<file path="src/rtl/hit_manager.sv">
// rtl/hit_manager.sv - player/obstacle collision detection, lives, invulnerability and score
module hit_manager #(
    parameter int PLAYER_X   = 100,
    parameter int PLAYER_W   = 32,
    parameter int PLAYER_H   = 32,
    parameter int OBS_W      = 40,
    parameter int LANE_H     = 120,
    parameter int LIVES      = 3,
    parameter int INV_CYCLES = 1000
) (
    input  logic        clk,
    input  logic        reset,
    input  logic        start,
    input  logic [9:0]  player_y,
    input  logic [9:0]  obs1_x,
    input  logic [9:0]  obs2_x,
    input  logic [1:0]  obs1_pos,
    input  logic [1:0]  obs2_pos,
    input  logic [1:0]  type1,
    input  logic [1:0]  type2,
    input  logic        flick1,
    input  logic        flick2,
    output logic        hit,
    output logic [1:0]  lives,
    output logic        invuln,
    output logic        game_over,
    output logic [15:0] score,
    output logic [1:0]  state
);
    typedef enum logic [1:0] {
        S_IDLE   = 2'b00,
        S_PLAY   = 2'b01,
        S_INVULN = 2'b10,
        S_OVER   = 2'b11
    } state_t;

    localparam int INV_W = (INV_CYCLES > 1) ? $clog2(INV_CYCLES) : 1;

    state_t           state_q, state_n;
    logic [INV_W-1:0] inv_cnt, inv_cnt_n;
    logic [1:0]       lives_n;
    logic [15:0]      score_n;
    logic             hit_n;
    logic             collide_q;
    logic [9:0]       prev1_x, prev2_x;
    logic             danger1, danger2;
    logic             wrap1, wrap2;
    logic [16:0]      score_sum;
    logic [15:0]      score_sat;

    // Widened to 11 bits so the right/bottom edge sums never truncate.
    function automatic logic dangerous(input logic [9:0] ox, input logic [1:0] pos,
                                       input logic [1:0] typ, input logic flk,
                                       input logic [9:0] py);
        logic [10:0] x0, y0, top;
        logic        xo, yo;
        x0  = {1'b0, ox};
        y0  = {1'b0, py};
        top = 11'(pos) * 11'(LANE_H);
        xo  = (x0 <= 11'(PLAYER_X + PLAYER_W - 1)) && ((x0 + 11'(OBS_W - 1)) >= 11'(PLAYER_X));
        yo  = (y0 <= (top + 11'(LANE_H - 1))) && ((y0 + 11'(PLAYER_H - 1)) >= top);
        case (typ)
            2'b10:   dangerous = xo && yo && flk;
            2'b11:   dangerous = 1'b0;
            default: dangerous = xo && yo;
        endcase
    endfunction

    assign danger1   = dangerous(obs1_x, obs1_pos, type1, flick1, player_y);
    assign danger2   = dangerous(obs2_x, obs2_pos, type2, flick2, player_y);
    assign wrap1     = (prev1_x == 10'd0) && (obs1_x != 10'd0);
    assign wrap2     = (prev2_x == 10'd0) && (obs2_x != 10'd0);
    assign score_sum = {1'b0, score} + {16'd0, wrap1} + {16'd0, wrap2};
    assign score_sat = score_sum[16] ? 16'hFFFF : score_sum[15:0];

    always_comb begin
        state_n   = state_q;
        lives_n   = lives;
        score_n   = score;
        inv_cnt_n = inv_cnt;
        hit_n     = 1'b0;
        if (state_q == S_PLAY || state_q == S_INVULN)
            score_n = score_sat;
        case (state_q)
            S_IDLE: begin
                if (start) begin
                    state_n = S_PLAY;
                    lives_n = 2'(LIVES);
                    score_n = '0;
                end
            end
            S_PLAY: begin
                if (collide_q) begin
                    hit_n   = 1'b1;
                    lives_n = lives - 2'd1;
                    if (lives == 2'd1) begin
                        state_n = S_OVER;
                    end else begin
                        state_n   = S_INVULN;
                        inv_cnt_n = INV_W'(INV_CYCLES - 1);
                    end
                end
            end
            S_INVULN: begin
                if (inv_cnt == '0)
                    state_n = S_PLAY;
                else
                    inv_cnt_n = inv_cnt - INV_W'(1);
            end
            default: begin
                lives_n = 2'd0;
                if (start) begin
                    state_n = S_PLAY;
                    lives_n = 2'(LIVES);
                    score_n = '0;
                end
            end
        endcase
    end

    always_ff @(posedge clk or posedge reset) begin
        if (reset) begin
            state_q   <= S_IDLE;
            lives     <= 2'(LIVES);
            score     <= '0;
            hit       <= 1'b0;
            collide_q <= 1'b0;
            inv_cnt   <= '0;
            prev1_x   <= 10'd1;
            prev2_x   <= 10'd1;
        end else begin
            state_q   <= state_n;
            lives     <= lives_n;
            score     <= score_n;
            hit       <= hit_n;
            collide_q <= danger1 | danger2;
            inv_cnt   <= inv_cnt_n;
            prev1_x   <= obs1_x;
            prev2_x   <= obs2_x;
        end
    end

    // Decoded from the registered state so the renderer sees clean levels.
    assign invuln    = (state_q == S_INVULN);
    assign game_over = (state_q == S_OVER);
    assign state     = state_q;

endmodule
</file>
<file path="config.mk">
export PLATFORM = sky130hd
export DESIGN_NAME = hit_manager
export DESIGN_NICKNAME = d
export VERILOG_FILES = /design/src/rtl/hit_manager.sv
export SDC_FILE = /design/constraint.sdc
export NUM_CORES = 1
export LEC_CHECK = 0
export BUFFER_PORTS_ARGS = -buffer_cell sky130_fd_sc_hd__buf_4
export CAP_MARGIN = 10
export CORE_ASPECT_RATIO = 1.25
export CORE_MARGIN = 4
export CORE_UTILIZATION = 48
export CTS_BUF_LIST = sky130_fd_sc_hd__clkbuf_16
export DETAILED_ROUTE_END_ITERATION = 10
export HOLD_SLACK_MARGIN = 0.12
export PLACE_DENSITY_LB_ADDON = 0.2
export SLEW_MARGIN = 15
export SYNTH_ARGS = -nofsm -noshare
export SYNTH_HDL_FRONTEND = slang
export SYNTH_SLANG_ARGS = --single-unit
</file>
<file path="constraint.sdc">
create_clock -name clk -period 4.03 [get_ports clk]
set_input_delay 0.6045 -clock clk [delete_from_list [all_inputs] [get_ports clk]]
set_output_delay 0.6045 -clock clk [all_outputs]
set_load 0.01 [all_outputs]
</file>
==> impl_metrics.yaml <==
placement:
  port_buffers: 65
  hpwl_um: 5600
  place.gp.congestion: 0.801
clock_tree:
  clk_path_buf_depth: 2
  cts_buffers: 5
  clock_sinks: 52
  cts_root_buf: "clkbuf_16"
  clkLatencyLatePin_ns: 0.29
  hold_buffers: 0
  post_cts_resized: 0
  h-tree-depth: 2
  cts.clk_slew.worst_paths_ns: 0.07
  cts_setup_buffers: 0
  cts_tree: "done"
synth:
  yosys_most_used_dff: "dfrtp_1"
  yosys-top-cells-area: "dfrtp_1, ha_1, nand2_1, dfstp_2, nor2_1"
  synth.largest_area_cell: "dfrtp_1"
  ys.warnings.count: 0
  synthesis.nets: 439
  ys_seq_elements: 52
  avgSynthCellArea_um2: 9.49
  syn_area_mm2: 0.00335
  synth_edf_count: 0
  yosysSeqAreaShare_pct: 39.0
  synth.top_cell.area_share_pct: 35.9
  async_reset_ff_share_pct: 100
  synth_cells: 353
  ys_types: 57
worst_hold_path:
  hold_class: "in2reg"
floorplan:
  dieHeight_um: 101
  std_cell_rows: 33
  die_w_um: 82.7
  io_pins: 66
  start_util_pct: 50.1
  die_area_mm2: 0.00838
  core-area_mm2: 0.00669
setup_path:
  crit_slowest_cell: "fa_1"
  cp-start-kind: "flop"
  critical-path-top-delay-family: "simple AND/OR/NAND/NOR gates"
  critPathBufInv: 1
  r2r_setup_slack_ns: 1.10
  arrival_ns: 3.13
  crit_required_ns: 4.23
  crit_fanout: 12
  crit_chain: "nor4_1 -> nand4_1 -> fa_1 -> inv_1 -> ha_1 -> nand3_2 -> nor3_4 -> and2_4 -> nand3_2 -> and4_4 -> a211oi_2"
  worst_setup_path_end_kind: "flop"
  max_stage_delay_ns: 0.45
  crit_type: "reg2reg"
  cp_common_cell: "nand3_2"
detailed_routing:
  num_vias: 2809
  drcViolationCount: 0
  viasPerCell: 5.55
  postRouteAntennaNets: 0
  drt_pre_antenna_iters: 5
  wirelength_um: 7090
  drtIter0Drc: 129
  avgRoutedWirePerCell_um: 14.0
sta:
  relSlewSlack_pct: 42.0
  fmax_mhz: 341
  rsz0062_at_grt: "no"
  tightest_slew_ns: 0.870
  setup_viol: 0
  period_minus_slack_ns: 2.93
  finClkSkew_ns: 0.00524
  fin_setup_tns_ns: 0
  fin_crit_sh_pct: 72.7
  slew_viol_final: 0
  hold_violations: 0
status:
  status: "complete, no violations"
final_layout:
  syn_to_final_growth_pct: 21.9
  final_nets: 504
  fillers: 587
  post_route_cells_drive_above_1_share_pct: 20.5
  n_antenna_cell: 0
  finalCoreUtilization_pct: 61.0
global_routing:
  antenna_found_initial: 0
  grt_pass1_vias: 2943
  globalRouteOverflowTotal: 0
  grt_first_pass_wirelength_um: 12500
  grt_use_total_pct: 18.9
  grt_max_degree: 53
power:
  powerDensity_mw_per_mm2: 366
  leakage_nw: 1.92
  vdd_drop_max_v: 0.000217
job:
  max_cap_violations: 0
layout by cell type (no fill, tap or decap), types with 2 or more instances in the layout:
cell,Yosys,layout
a211o_1,4,4
a211oi_1,4,4
a21o_1,4,4
a21oi_1,20,20
a22o_1,2,2
a22oi_1,4,4
a31oi_1,4,4
and2_1,2,2
and3_1,5,5
buf_4,0,65
clkbuf_16,0,5
dfrtp_1,48,48
dfstp_2,4,4
ha_1,42,42
inv_1,24,24
mux2i_1,2,2
nand2_1,29,29
nand2b_1,8,8
nand3_1,15,15
nand3_2,2,2
nand3b_1,2,2
nand4_1,8,8
nor2_1,27,27
nor2b_1,4,4
nor3_1,8,8
nor3b_1,2,2
nor4_1,5,5
o211ai_1,3,3
o21a_1,3,3
o21ai_0,17,17
o21ai_1,3,3
o311ai_0,2,2
o31a_1,2,2
o41ai_1,2,2
or4_1,2,2
xnor2_1,8,8
xor2_1,5,5
metal layers:
layer	track usage (%)	share of wire [%]	routed length (um)	up-vias
met5	0	0	0	-
met4	6.04	1.7	122	0
met3	3.47	4.8	341	11
met2	34.0	52	3700	60
met1	22.5	41	2920	1335
li1	-	-	-	1403
registers in the layout, indices dropped and copies added (netlist names):
name,cells
state,2
lives,2
prev1_x,10
inv_cnt,10
prev2_x,10
score,16
hit,1
collide_q,1
final cells by class:
type / instances / area, um2 / share of cell area, %
Tap cell: 87 / 109 / 2.67
Timing Repair Buffer: 65 / 488 / 12.0
Multi-Input combinational cell: 269 / 1920 / 47.0
Clock buffer: 5 / 125 / 3.06
Inverter: 25 / 95.1 / 2.33
Clock inverter: 3 / 42.5 / 1.04
Sequential cell: 52 / 1310 / 32.0
stage by stage:
step | worst slack (ns) | hold WS, ns | cell area [um2] | instances | total power [mW]
floorplan | 1.42 | 0.463 | 3350 | 353 | 0.875
global placement | 0.993 | 0.486 | 3910 | 498 | 1.01
detailed placement | 0.892 | 0.493 | 3910 | 498 | 1.02
CTS | 1.08 | 0.418 | 4080 | 506 | 1.51
global route | 0.786 | 0.414 | 4080 | 506 | 1.60
finish | 1.10 | 0.428 | 4080 | 506 | 1.49
synthesized netlist by cell type, types with 3 or more instances:
cell and n:
nand2_1 29, ha_1 42, nor2b_1 4, a211oi_1 4, nand2b_1 8, and3_1 5, a21o_1 4, nor2_1 27
nand4_1 8, dfstp_2 4, o21ai_1 3, buf_2 4, a211o_1 4, nand3_1 15, clkbuf_1 3, inv_1 24
o211ai_1 3, dfrtp_1 48, xnor2_1 8, o21ai_0 17, a31oi_1 4, nor4_1 5, xor2_1 5, nor3_1 8
a22oi_1 4, a21oi_1 20, o21a_1 3
worst paths after layout:
kind                            cells after the start       start          to
max in group asynchronous                           2       reset  prev1_x[2]
worst min-delay path                                1   obs2_x[0]  prev2_x[0]
min in group asynchronous                           2       reset  inv_cnt[9]
worst min register to register                      1  inv_cnt[0]  inv_cnt[0]
worst max register to register                     11  prev2_x[7]   score[13]
worst max-delay path                               11  prev2_x[7]   score[13]
power by group:
part	switching, mW	internal (mW)
combinational	0.246	0.172
clock	0.184	0.293
sequential	0.0319	0.567
total	0.461	1.03
kinds of logic after synthesis:
group / count (synthesis) / synth area share, %
AND/OR/NAND/NOR: 128 / 20.7
AO/OA/AOI/OAI: 83 / 16.2
flip-flops: 52 / 39.0
adder cells (fa/ha/maj): 43 / 16.3
buffers and inverters: 32 / 3.74
XOR/XNOR: 13 / 3.40
multiplexers: 2 / 0.598
worst reg2reg max path, stage by stage, from the launching register on:
cell and delay, ns:
dfrtp_1 0.37, nor4_1 0.30, nand4_1 0.17, fa_1 0.45, inv_1 0.07, ha_1 0.17, nand3_2 0.13, nor3_4 0.27
and2_4 0.20, nand3_2 0.22, and4_4 0.29, a211oi_2 0.21
(Power assumes the default switching activity.)
